===== config.mk =====
export PLATFORM = sky130hd
export DESIGN_NAME = m_mapping_pipe
export DESIGN_NICKNAME = d
export VERILOG_FILES = /design/src/rtl/m_mapping_pkg.sv /design/src/rtl/m_mapping_table.sv /design/src/rtl/m_mapping_pipe.sv
export SDC_FILE = /design/constraint.sdc
export NUM_CORES = 1
export LEC_CHECK = 0
export CORE_MARGIN = 10
export CORE_UTILIZATION = 59
export CTS_CLUSTER_SIZE = 24
export DETAILED_ROUTE_END_ITERATION = 8
export PLACE_DENSITY = 0.81
export REMOVE_ABC_BUFFERS = 1
export SETUP_SLACK_MARGIN = 0.05
export SLEW_MARGIN = 15
export SYNTH_ARGS = -nofsm -noshare
export SYNTH_HDL_FRONTEND = slang
export SYNTH_SLANG_ARGS = --single-unit
export TNS_END_PERCENT = 10

===== constraint.sdc =====
create_clock -name clk -period 11.8 [get_ports clk]
set_input_delay 2.95 -clock clk [delete_from_list [all_inputs] [get_ports clk]]
set_output_delay 2.95 -clock clk [all_outputs]
set_load 0.01 [all_outputs]

===== src/rtl/m_mapping_pkg.sv =====
// Shared types and arithmetic for the Mitchell-fraction mapping pipeline.
// The map function is the single reference used by RTL and bench alike.
package m_mapping_pkg;

  localparam int MAXW  = 64;
  localparam int MAXSH = 8;

  typedef struct packed {
    logic             en;
    logic             neg;
    logic [MAXSH-1:0] sh;
    logic [MAXW-1:0]  off;
  } map_entry_t;

  function automatic logic [MAXW-1:0] wmask(int w);
    return (MAXW'(1) << w) - MAXW'(1);
  endfunction

  // Four-segment table matching the first-generation mapper.
  function automatic map_entry_t default_entry(
    int idx, int seg_bits, int wl_m, int ext
  );
    map_entry_t      e;
    logic [MAXW-1:0] m2;
    e  = '0;
    m2 = wmask(wl_m + ext);
    if (seg_bits == 2) begin
      case (idx)
        0: begin
          e.en  = 1'b1;
          e.sh  = MAXSH'(1);
          e.off = (MAXW'(1) << (wl_m + 1)) & m2;
        end
        2: begin
          e.en  = 1'b1;
          e.neg = 1'b1;
          e.off = (-(MAXW'(1) << wl_m)) & m2;
        end
        3: begin
          e.en  = 1'b1;
          e.neg = 1'b1;
          e.sh  = MAXSH'(1);
          e.off = (-(MAXW'(1) << (wl_m + 1))) & m2;
        end
        default: e = '0;
      endcase
    end
    return e;
  endfunction

  function automatic logic [MAXW-1:0] map_calc(
    logic [MAXW-1:0] m,
    map_entry_t      e,
    logic            map_en,
    int              ext,
    int              wl_m2
  );
    logic [MAXW-1:0] t;
    logic [MAXW-1:0] corr;
    logic [MAXW-1:0] r;
    t    = e.en ? (m << e.sh) : '0;
    corr = (e.neg ? -t : t) + e.off;
    r    = (m << ext) + (map_en ? corr : '0);
    return r & wmask(wl_m2);
  endfunction

endpackage


===== src/rtl/m_mapping_table.sv =====
// Per-segment coefficient register file.
// Async reset to the default table, one write port, one comb read port.
module m_mapping_table
  import m_mapping_pkg::*;
#(
  parameter int WL_M     = 31,
  parameter int EXT      = 3,
  parameter int SEG_BITS = 2,
  parameter int SH_W     = 2,
  localparam int WL_M2   = WL_M + EXT,
  localparam int EW      = 2 + SH_W + WL_M2,
  localparam int NSEG    = 1 << SEG_BITS
) (
  input  logic                clk,
  input  logic                rst,
  input  logic                we_i,
  input  logic [SEG_BITS-1:0] waddr_i,
  input  logic [EW-1:0]       wdata_i,
  input  logic [SEG_BITS-1:0] raddr_i,
  output logic [EW-1:0]       rdata_o
);

  logic [EW-1:0] mem_q   [NSEG];
  logic [EW-1:0] rst_val [NSEG];

  for (genvar g = 0; g < NSEG; g++) begin : g_rst
    map_entry_t de;
    logic       unused_de;
    assign de = default_entry(g, SEG_BITS, WL_M, EXT);
    assign rst_val[g] = {
      de.en, de.neg, de.sh[SH_W-1:0], de.off[WL_M2-1:0]
    };
    assign unused_de = ^{de.sh[MAXSH-1:SH_W], de.off[MAXW-1:WL_M2]};
  end

  always_ff @(posedge clk or posedge rst) begin
    if (rst) begin
      for (int i = 0; i < NSEG; i++) mem_q[i] <= rst_val[i];
    end else if (we_i) begin
      mem_q[waddr_i] <= wdata_i;
    end
  end

  assign rdata_o = mem_q[raddr_i];

endmodule


===== src/rtl/m_mapping_pipe.sv =====
// Two-stage Mitchell-fraction mapper: M2 = (M << EXT) + piecewise correction.
// Valid/ready handshake with full backpressure and a consumed-sample counter.
module m_mapping_pipe
  import m_mapping_pkg::*;
#(
  parameter int WL_M     = 31,
  parameter int EXT      = 3,
  parameter int SEG_BITS = 2,
  parameter int SH_W     = 2,
  parameter int CNT_W    = 16,
  localparam int WL_M2   = WL_M + EXT,
  localparam int EW      = 2 + SH_W + WL_M2
) (
  input  logic                clk,
  input  logic                rst,
  input  logic                in_valid,
  output logic                in_ready,
  input  logic [WL_M-1:0]     in_m,
  input  logic                in_map_en,
  output logic                out_valid,
  input  logic                out_ready,
  output logic [WL_M2-1:0]    out_m2,
  input  logic                cfg_we,
  input  logic [SEG_BITS-1:0] cfg_addr,
  input  logic [EW-1:0]       cfg_data,
  output logic [CNT_W-1:0]    sample_cnt
);

  logic             s1_valid_q, s1_valid_d;
  logic [WL_M-1:0]  s1_m_q, s1_m_d;
  logic             s1_en_q, s1_en_d;
  logic [EW-1:0]    s1_ent_q, s1_ent_d;
  logic             s2_valid_q, s2_valid_d;
  logic [WL_M2-1:0] s2_m2_q, s2_m2_d;
  logic [CNT_W-1:0] cnt_q, cnt_d;

  logic             s1_adv, s2_adv;
  logic             accept, consume;
  logic [EW-1:0]    lut_ent;
  map_entry_t       ge;
  logic [MAXW-1:0]  m_ext, m2_full;
  logic             unused_m2;

  assign s2_adv   = !s2_valid_q || out_ready;
  assign s1_adv   = s2_adv;
  assign in_ready = !s1_valid_q || s1_adv;
  assign accept   = in_valid && in_ready;
  assign consume  = s2_valid_q && out_ready;

  m_mapping_table #(
    .WL_M     (WL_M),
    .EXT      (EXT),
    .SEG_BITS (SEG_BITS),
    .SH_W     (SH_W)
  ) u_table (
    .clk     (clk),
    .rst     (rst),
    .we_i    (cfg_we),
    .waddr_i (cfg_addr),
    .wdata_i (cfg_data),
    .raddr_i (in_m[WL_M-1 -: SEG_BITS]),
    .rdata_o (lut_ent)
  );

  always_comb begin
    ge                  = '0;
    ge.en               = s1_ent_q[EW-1];
    ge.neg              = s1_ent_q[EW-2];
    ge.sh[SH_W-1:0]     = s1_ent_q[WL_M2 +: SH_W];
    ge.off[WL_M2-1:0]   = s1_ent_q[WL_M2-1:0];
    m_ext               = '0;
    m_ext[WL_M-1:0]     = s1_m_q;
    m2_full = map_calc(m_ext, ge, s1_en_q, EXT, WL_M2);
  end

  assign unused_m2 = ^m2_full[MAXW-1:WL_M2];

  always_comb begin
    s1_valid_d = s1_valid_q;
    s1_m_d     = s1_m_q;
    s1_en_d    = s1_en_q;
    s1_ent_d   = s1_ent_q;
    s2_valid_d = s2_valid_q;
    s2_m2_d    = s2_m2_q;
    cnt_d      = cnt_q;
    // Stage 1 refills whenever it empties or moves forward.
    if (in_ready) s1_valid_d = in_valid;
    if (accept) begin
      s1_m_d   = in_m;
      s1_en_d  = in_map_en;
      s1_ent_d = lut_ent;
    end
    if (s2_adv) begin
      s2_valid_d = s1_valid_q;
      if (s1_valid_q) s2_m2_d = m2_full[WL_M2-1:0];
    end
    if (consume) cnt_d = cnt_q + CNT_W'(1);
  end

  always_ff @(posedge clk or posedge rst) begin
    if (rst) begin
      s1_valid_q <= 1'b0;
      s1_m_q     <= '0;
      s1_en_q    <= 1'b0;
      s1_ent_q   <= '0;
      s2_valid_q <= 1'b0;
      s2_m2_q    <= '0;
      cnt_q      <= '0;
    end else begin
      s1_valid_q <= s1_valid_d;
      s1_m_q     <= s1_m_d;
      s1_en_q    <= s1_en_d;
      s1_ent_q   <= s1_ent_d;
      s2_valid_q <= s2_valid_d;
      s2_m2_q    <= s2_m2_d;
      cnt_q      <= cnt_d;
    end
  end

  assign out_valid  = s2_valid_q;
  assign out_m2     = s2_m2_q;
  assign sample_cnt = cnt_q;

endmodule


==> results of run 1 <==
==> worst max-delay path by stage <==
stage / startpoint / end / slack, ns / cells after the start
final: s1_ent_q[34] / out_m2[33] / 4.40 / 27
after global routing: s1_ent_q[34] / out_m2[33] / 3.63 / 27
after detailed placement: s1_ent_q[34] / out_m2[33] / 4.59 / 27
after floorplan: rst / out_m2[0] / 1.32 / 1
after global placement: out_ready / in_ready / 4.66 / 3
after CTS: s1_ent_q[34] / out_m2[33] / 4.51 / 27
==> placed cells by master, fill, tap and decap left out, types with 5 or more instances in the layout <==
cell | Yosys | final
nor2b_1 | 22 | 22
o311ai_0 | 5 | 5
buf_4 | 1 | 14
nor3_1 | 9 | 9
o21ai_0 | 80 | 80
mux2i_1 | 20 | 20
o211ai_1 | 14 | 14
o21a_1 | 6 | 6
a21oi_1 | 72 | 72
ha_1 | 67 | 67
o21bai_1 | 13 | 13
dfrtp_1 | 261 | 260
inv_1 | 35 | 34
dfstp_2 | 13 | 13
clkdlybuf4s50_1 | 0 | 126
o31ai_1 | 10 | 10
nand3_1 | 41 | 40
nand4_1 | 8 | 8
xor2_1 | 42 | 42
nand2_1 | 130 | 128
a21o_1 | 27 | 27
clkbuf_16 | 0 | 29
a22o_1 | 5 | 5
mux2_2 | 230 | 230
xnor2_1 | 42 | 42
a211o_1 | 8 | 8
clkbuf_8 | 0 | 6
clkinv_2 | 0 | 8
nor2_1 | 67 | 67
clkbuf_1 | 46 | 5
and3_1 | 19 | 19
a21boi_0 | 7 | 7
a211oi_1 | 17 | 17
or3_1 | 7 | 7
nand2b_1 | 18 | 18
mux4_2 | 42 | 42
and2_1 | 11 | 11
==> flip-flops by register name, summed over array words and instances, names as in the netlist <==
register / cells
out_m2: 34
out_valid: 1
s1_en_q: 1
s1_ent_q: 38
s1_m_q: 31
s1_valid_q: 1
sample_cnt: 16
u_table.mem_q: 152
==> layout make-up <==
cell class / instances / area share
Tap cell: 372 / 0.02463
Clock buffer: 40 / 0.04377
Sequential cell: 274 / 0.3638
Timing Repair Buffer: 142 / 0.07284
Clock inverter: 14 / 0.007814
Multi-Input combinational cell: 1102 / 0.4795
Antenna cell: 1 / 0.0001324
Inverter: 36 / 0.007549
==> routing by layer <==
layer | share of wire | track usage | vias up
met3 | 0.052 | 0.03669 | 67
met2 | 0.47 | 0.3537 | 327
met1 | 0.45 | 0.2899 | 5845
met4 | 0.025 | 0.05410 | 0
li1 | - | - | 5655
met5 | 0 | 0 | -
==> cells in the mapped netlist, drive strengths merged, types with 5 or more instances <==
| master | instances |
|---|---|
| o311ai | 5 |
| clkbuf | 46 |
| nand2b | 18 |
| inv | 35 |
| nor3 | 9 |
| nand4 | 9 |
| mux2i | 20 |
| and2 | 11 |
| and3 | 19 |
| a21oi | 72 |
| o21bai | 13 |
| dfstp | 13 |
| nor2b | 22 |
| buf | 25 |
| o31ai | 10 |
| o21a | 6 |
| xor2 | 42 |
| a22o | 5 |
| o211ai | 15 |
| ha | 67 |
| o41ai | 5 |
| nand3 | 41 |
| o21ai | 80 |
| xnor2 | 42 |
| a21o | 27 |
| a21boi | 7 |
| a211o | 8 |
| a211oi | 17 |
| nand2 | 130 |
| dfrtp | 261 |
| or3 | 7 |
| mux2 | 230 |
| nor2 | 67 |
| mux4 | 42 |
==> worst max-delay path: cells and delay by family (launching register included) <==
family	cells	cell delay [ns]
buf+inv	1	0.56
simple gates	3	0.29
xor+xnor	1	0.23
fa+ha+maj	2	0.75
flops	1	0.55
compound gates	20	4.88
==> cell families after synthesis <==
logic type | count (synthesis)
buffers and inverters | 107
adder cells (fa/ha/maj) | 69
multiplexers | 292
XOR/XNOR | 84
AND/OR/NAND/NOR | 348
AO/OA/AOI/OAI | 309
flip-flops | 274
==> power by group through the flow <==
stage | clock network (mW) | registers, mW | logic, mW
2_1_floorplan | 0 | 1.37 | 2.14
3_3_place_gp | 0 | 1.34 | 2.86
3_5_place_dp | 0 | 1.36 | 2.92
4_1_cts | 0.936 | 1.35 | 2.95
5_1_grt | 0.974 | 1.38 | 3.31
6_report | 0.919 | 1.35 | 2.98
==> metrics.txt, run 1 <==
Overall Power=5.241 mW; DRT Pass-1 Iters=5; FILL cells=1986; Worst Setup End Kind=flop; Placed Area=17920 um2; Synth Instances=1483; Yosys warning count=0; largest net degree at the start of global routing=128; initial antenna violation count=1; Post-Route Skew=0.01601 ns; CTS tree=built; clock group share of total power=0.175; post-CTS resize count=0; DP Worst Slack=4.590 ns; Synth Area in Compound Gates=0.1252; fin cells=1981; hold crit path type=flop to flop; Worst Path Arrival=7.85 ns; Worst Hold Endpoint=out_m2[18]; root buf cell=clkbuf_16; Hold Path Depth=2; Reg2Reg Capture Point=out_m2[33]; first-pass GRT wire length=63400 um; fin. max-slew vios=0; Max Fanout on Critical Path=53; minimum clock period=7.403 ns; Register-to-Register Path Depth=27; Final Hold Viols=0; Remaining DRCs=0; Iteration-0 DRC Markers=970; area leader, netlist=dfrtp_1; die area=34750 um2; HP Start=out_m2[18]; count of final setup violators=0; combinational power share=0.568; Tot GR Track Use=0.2152; detail-routed via count per cell=6.004; Ports=129; area added between synthesis and finish=15.66%; max_cap viols=0; main flop type after synthesis=dfrtp_1; CTS Hold Buffers Added=0; die height=186.4 um; status=finished, final reports clean; Post-synth ARST share=1.000; Setup CP Type=flop to flop; # rows=60; DP Cell Count=1926; Max IR drop VDD=0.0001292 V; Max Freq=135.1 MHz; Slew @ Worst Pin=1.064 ns; Final nets=1731; FF+latch count, synth=274; grt ovf=0; postcts setup bufs=0; EDFF count, synth=0; simple-gate portion of the synthesized area=0.1009; share of the synthesized area in the top cell type=0.3998; IO buf count=128; NetSw=2.200 mW; register area=6874 um2; Avg Cell Area, Syn=11.02 um2; DR vias=11890; WL final=38140 um; Synth area leaders=dfrtp_1 (40%), mux2_2 (16%), mux4_2 (5.8%); Routed Antenna Nets=0; r2r setup slk=4.40 ns; r2r startpoint=s1_ent_q[34]; Core Box Area=27100 um2; multi-input logic area=9060 um2; DIE WIDTH=186.4 um; final design utilization=0.6972; clock slew at reported path FFs=0.06 ns; GPL Wtd Cong=0.9144; crit start category=flop; slowest cell on the critical path=a211oi_1; pwr dens=277.3 nW/um2; final instance area=18900 um2; proportion of layout cells with a drive suffix above 1=0.2289; htree depth=1; clock insertion delay at the later pin of the skew report=0.57 ns; RSZ-0062 raised after global routing=false; hold slack=0.4778 ns; WL/cell=19.25 um; TNS Setup=0 ns; relative slew slack=0.2900; Cell Area, Synth=16340 um2; PnR worst setup slack=4.397 ns; Max Root-Sink Buffers=3; Final period util=0.6273; register area share after synthesis=0.4207; initial core utilization=0.6028; largest family of logic cells by synthesized area=multiplexers; post-synthesis xor/xnor area fraction=0.04503; most frequent cell on the critical path=a21oi_1; CTS Buf Count=29; Synth cell types=72; Worst EP required=12.24 ns; adder-cell share of the synthesized area=0.05376; vias in the first global route=12120; leak pwr=8.077 nW; Max stage delay on crit path=0.63 ns; Pint=3.041 mW; dpl hpwl=26900 um; clock sinks=274; register share of total power=0.257; Sw Share=0.4198; post-synthesis mux area share=0.2287
Note: power is estimated with default switching activity, not from simulation.
==> inputs of run 2 (changes only) <==
--- a/config.mk
+++ b/config.mk
@@ -6,10 +6,10 @@
 export NUM_CORES = 1
 export LEC_CHECK = 0
 export CORE_MARGIN = 10
-export CORE_UTILIZATION = 59
+export CORE_UTILIZATION = 54
 export CTS_CLUSTER_SIZE = 24
 export DETAILED_ROUTE_END_ITERATION = 8
-export PLACE_DENSITY = 0.81
+export PLACE_DENSITY = 0.78
 export REMOVE_ABC_BUFFERS = 1
 export SETUP_SLACK_MARGIN = 0.05
 export SLEW_MARGIN = 15
==> constraint.sdc (replaced) <==
create_clock -name clk -period 6.32 [get_ports clk]
set_input_delay 1.58 -clock clk [delete_from_list [all_inputs] [get_ports clk]]
set_output_delay 1.58 -clock clk [all_outputs]
set_load 0.01 [all_outputs]
==> metrics.txt, run 2 (synthesis results as in run 1) <==
grt ovf=0; pwr dens=534.1 nW/um2; root buf cell=clkbuf_16; crit start category=flop; die area=37610 um2; Max IR drop VDD=0.0002581 V; Worst Path Arrival=6.45 ns; Iteration-0 DRC Markers=963; met2 WL=18290 um; Worst EP required=6.81 ns; final instance area=19630 um2; count of final setup violators=0; slowest cell on the critical path=dfrtp_2; Biggest register=u_table.mem_q; WL final=39520 um; dpl hpwl=28500 um; max reg flops=152; multi-input logic area=9248 um2; Tot GR Track Use=0.2034; minimum clock period=5.965 ns; Placed Area=18310 um2; register area=6875 um2; max_cap viols=0; GPL Wtd Cong=0.9373; IO buf count=128; most frequent cell on the critical path=a21o_1; Max Freq=167.6 MHz; Final Hold Viols=0; DP Worst Slack=0.01875 ns; initial antenna violation count=2; PnR worst setup slack=0.3547 ns; Worst Setup End Kind=flop; proportion of layout cells with a drive suffix above 1=0.2779; commonest non-fill, non-tap cell in the layout=dfrtp_1; Core Box Area=29720 um2; Post-Route Skew=0.01344 ns; Final nets=1796; Top Layer Used=met4; area added between synthesis and finish=20.16%; clock insertion delay at the later pin of the skew report=0.57 ns; CTS Buf Count=29; DIE WIDTH=193.9 um; Routed Antenna Nets=0; TNS Setup=0 ns; leak pwr=8.432 nW; Max Root-Sink Buffers=3; detail-routed via count per cell=5.860; largest net degree at the start of global routing=136; Max Fanout on Critical Path=6; fin. max-slew vios=0; htree depth=1; die height=193.9 um; initial core utilization=0.5497; WL/cell=19.14 um; # rows=63; Max stage delay on crit path=0.44 ns; FILL cells=2235; Final period util=0.9439; most frequent cells in the layout=dfrtp_1 (259), mux2_2 (230), nand2_1 (128), clkdlybuf4s50_1 (126), buf_4 (76); first-pass GRT wire length=64530 um; vias in the first global route=12330; DRT Pass-1 Iters=5; status=finished, final reports clean; DR vias=12100; clock slew at reported path FFs=0.06 ns; hold crit path type=flop to flop; metal1 wirelength=18370 um; Setup CP Type=flop to flop; routed wl met3=2011 um; Ports=129; final design utilization=0.6606; CTS tree=built; Slew @ Worst Pin=1.065 ns; Remaining DRCs=0; clock sinks=274; relative slew slack=0.2897
## run 2: changes by cell type in the layout (fill, tap and decap cells not counted), sizes merged
cell      previous run  this run
diode                1         2
clkinvlp             1         3
buf                 16        81
inv                 37        36
clkinv              10         8
bufinv               2         3
## run 2: worst max-delay path, delay by kind of cell, from the launching register on
kind / cells / cell delay [ns]
adder cells (fa/ha/maj): 3 / 0.86
buffers and inverters: 2 / 0.34
AND/OR/NAND/NOR: 4 / 0.94
AO/OA/AOI/OAI: 17 / 2.81
multiplexers: 1 / 0.28
XOR/XNOR: 1 / 0.19
flip-flops: 1 / 0.44
## run 2: final cells by class
class	instances	area share
Clock buffer	40	0.04162
Sequential cell	274	0.3502
Multi-Input combinational cell	1102	0.4711
Antenna cell	2	0.0002550
Inverter	36	0.007266
Clock inverter	14	0.008541
Timing Repair Buffer	207	0.09612
Tap cell	390	0.02486
## run 2: worst paths after layout
check	depth (start not counted)	slack, ns	end	from
max in group asynchronous	3	3.45	u_table.mem_q[134]	rst
worst min register to register	2	0.47	out_m2[1]	out_m2[1]
min in group asynchronous	2	1.58	u_table.mem_q[38]	rst
worst min-delay path	2	0.47	out_m2[1]	out_m2[1]
worst max-delay path	28	0.35	out_m2[33]	s1_ent_q[34]
worst max register to register	28	0.35	out_m2[33]	s1_ent_q[34]
## run 2: power breakdown
group	internal [mW]	leakage [nW]	switching [mW]
combinational	2.92	4.70	3.33
clock	1.03	0.480	0.701
sequential	2.20	3.25	0.309
total	6.15	8.43	4.34
## run 2: through the flow
step,cells,hold slack (ns),power [mW]
3_5_place_dp,1990,0.4625,8.345
2_1_floorplan,1412,0.4711,6.563
4_1_cts,2046,0.4745,10.15
3_3_place_gp,1990,0.4509,8.212
6_report,2065,0.4718,10.48
5_1_grt,2063,0.4979,11.31
## run 2: per-layer routing
layer,up-vias,track usage
met5,-,0
met4,0,0.04600
met3,52,0.03233
met2,285,0.3272
met1,5989,0.2833
li1,5775,-
## run 2: repair_timing
action	CTS	global route
gates resized for setup	2	46
setup endpoints to repair	3	12
pin swaps	0	30
hold buffers	0	0
buffers inserted	2	17
==> inputs of run 3 (changes only) <==
--- a/config.mk
+++ b/config.mk
@@ -15,5 +15,6 @@
 export SLEW_MARGIN = 15
 export SYNTH_ARGS = -nofsm -noshare
 export SYNTH_HDL_FRONTEND = slang
+export SYNTH_HIERARCHICAL = 1
 export SYNTH_SLANG_ARGS = --single-unit
 export TNS_END_PERCENT = 10
==> metrics.txt, run 3 <==
status=finished, final reports clean; NetSw=4.224 mW; Slew @ Worst Pin=0.9981 ns; Core Box Area=30510 um2; register area share after synthesis=0.4137; Sw Share=0.4075; WL/cell=19.44 um; die area=38180 um2; most frequent cell on the critical path=buf_4; dpl hpwl=28090 um; DP Cell Count=1970; area added between synthesis and finish=17.80%; cell with the most instances after synthesis=dfrtp_1; Yosys warning count=6; Remaining DRCs=0; Final nets=1764; crit start category=flop; Final period util=0.9523; hold crit path type=flop to flop; Ports=129; Max stage delay on crit path=0.46 ns; minimum clock period=6.018 ns; commonest non-fill, non-tap cell in the layout=dfrtp_1; grt ovf=0; WL final=39640 um; initial antenna violation count=2; die height=195.4 um; Synth Instances=1481; register share of total power=0.243; Worst Path Arrival=6.42 ns; Post-synth ARST share=1.000; Synth cell types=76; Final Hold Viols=0; DIE WIDTH=195.4 um; fin. max-slew vios=0; most frequent cells in the layout=dfrtp_1 (259), mux2_2 (157), nand2_1 (138), clkdlybuf4s50_1 (126), o21ai_0 (80); FILL cells=2316; CTS tree=built; Biggest register=u_table/mem_q; largest net degree at the start of global routing=75; first-pass GRT wire length=64240 um; commonest cells in the netlist=dfrtp_1 (261), mux2_2 (157), nand2_1 (140); CTS Buf Count=30; vias in the first global route=12200; Max Root-Sink Buffers=3; max reg flops=152; Iteration-0 DRC Markers=903; EDFF count, synth=0; Tot GR Track Use=0.2000; leak pwr=8.655 nW; pwr dens=529.7 nW/um2; htree depth=1; detail-routed via count per cell=5.861; FF+latch count, synth=274; main flop type after synthesis=dfrtp_1; proportion of layout cells with a drive suffix above 1=0.2540; DR vias=11950; Worst EP required=6.72 ns; IO buf count=128; root buf cell=clkbuf_16; clock sinks=274; share of the synthesized area in the top cell type=0.3931; Worst Setup End Kind=flop; CTS Hold Buffers Added=0; combinational power share=0.583; Routed Antenna Nets=0; # rows=64; Synth area leaders=dfrtp_1 (39%), mux2_2 (11%), mux4_2 (5.6%); initial core utilization=0.5445; count of final setup violators=0; clock slew at reported path FFs=0.06 ns; Max Fanout on Critical Path=8; GPL Wtd Cong=0.8967; slowest cell on the critical path=dfrtp_2; Max IR drop VDD=0.0002452 V; clock group share of total power=0.175; DRT Pass-1 Iters=6; fin cells=2039; Avg Cell Area, Syn=11.22 um2; Cell Area, Synth=16610 um2; Setup CP Type=flop to flop; relative slew slack=0.3346; Max Freq=166.2 MHz; Pint=6.143 mW; Hold Path Depth=2; area leader, netlist=dfrtp_1; TNS Setup=0 ns; max_cap viols=0; clock insertion delay at the later pin of the skew report=0.56 ns; Register-to-Register Path Depth=33; Post-Route Skew=0.01773 ns; RSZ-0062 raised after global routing=true
run 3: changes by cell type in the layout (fill, tap and decap cells not counted), moves of 11 or more:
cell,change
mux2_1,+11
nor2_1,-20
and2_1,+19
buf_4,-31
mux2_4,+60
mux2_2,-73
run 3: what timing repair did:
action / 4_1_cts / 5_1_grt
buffers inserted: 1 / 11
pin swaps: 0 / 22
resized for setup: 0 / 50
endpoints found under the setup margin: 1 / 9
hold endpoints to repair: 0 / 0
run 3: critical path, delay by kind of cell (launching register included):
family,cells,cell delay (ns)
compound gates,15,2.32
buf+inv,6,0.95
fa+ha+maj,3,0.85
xor+xnor,2,0.32
flops,1,0.46
simple gates,7,0.95
run 3: final cells by class:
class,count,area [um2],share of cell area
multi-input combinational,1104,9399,0.4802
sequential,274,6875,0.3513
timing repair buffer,177,1650,0.08432
clock buffer,48,869.6,0.04443
tap,396,495.5,0.02532
clock inverter,8,155.1,0.007927
inverter,31,123.9,0.006329
antenna,1,2.502,0.0001279
run 3: layer usage:
metal / vias up / global-route usage / routed length [um]
met2: 292 / 0.3308 / 18960
met4: 2 / 0.03620 / 542
met1: 5949 / 0.2693 / 17690
met3: 45 / 0.03871 / 2423
li1: 5662 / - / -
met5: - / 0 / 13
run 3: kinds of logic after synthesis:
group,after synthesis,share of synthesized area
buffers and inverters,103,0.03193
AO/OA/AOI/OAI,308,0.1170
AND/OR/NAND/NOR,358,0.1067
adder cells (fa/ha/maj),69,0.05287
XOR/XNOR,87,0.04632
flip-flops,274,0.4137
multiplexers,282,0.2315
run 3: per-stage QoR:
| stage | total power [mW] | cell area [um2] | hold slack (ns) | setup WS, ns | util |
|---|---|---|---|---|---|
| 6_report | 10.37 | 19570 | 0.4649 | 0.3015 | 0.6415 |
| 2_1_floorplan | 6.622 | 16200 | 0.4533 | -0.2963 | - |
| 4_1_cts | 10.06 | 19300 | 0.4680 | 0.06992 | 0.6325 |
| 3_5_place_dp | 8.195 | 18270 | 0.4548 | 0.08263 | 0.5988 |
| 3_3_place_gp | 8.076 | 18270 | 0.4508 | 0.1543 | 0.5988 |
| 5_1_grt | 11.14 | 19570 | 0.4956 | -0.03056 | 0.6414 |
run 3: power groups by stage:
| stage | clock network [mW] | logic [mW] | registers (mW) |
|---|---|---|---|
| after floorplan | 0 | 4.06 | 2.57 |
| after global placement | 0 | 5.55 | 2.52 |
| after detailed placement | 0 | 5.65 | 2.55 |
| after CTS | 1.84 | 5.70 | 2.52 |
| after global routing | 1.92 | 6.65 | 2.58 |
| final | 1.81 | 6.04 | 2.52 |
run 3: final timing paths:
kind,endpoint,from,slack [ns]
worst min-delay path,out_m2[0],out_m2[0],0.46
min in group asynchronous,u_table/mem_q[38],rst,1.58
worst max-delay path,out_m2[28],s1_ent_q[34],0.30
worst min register to register,out_m2[0],out_m2[0],0.46
worst max register to register,out_m2[28],s1_ent_q[34],0.30
max in group asynchronous,sample_cnt[4],rst,3.59
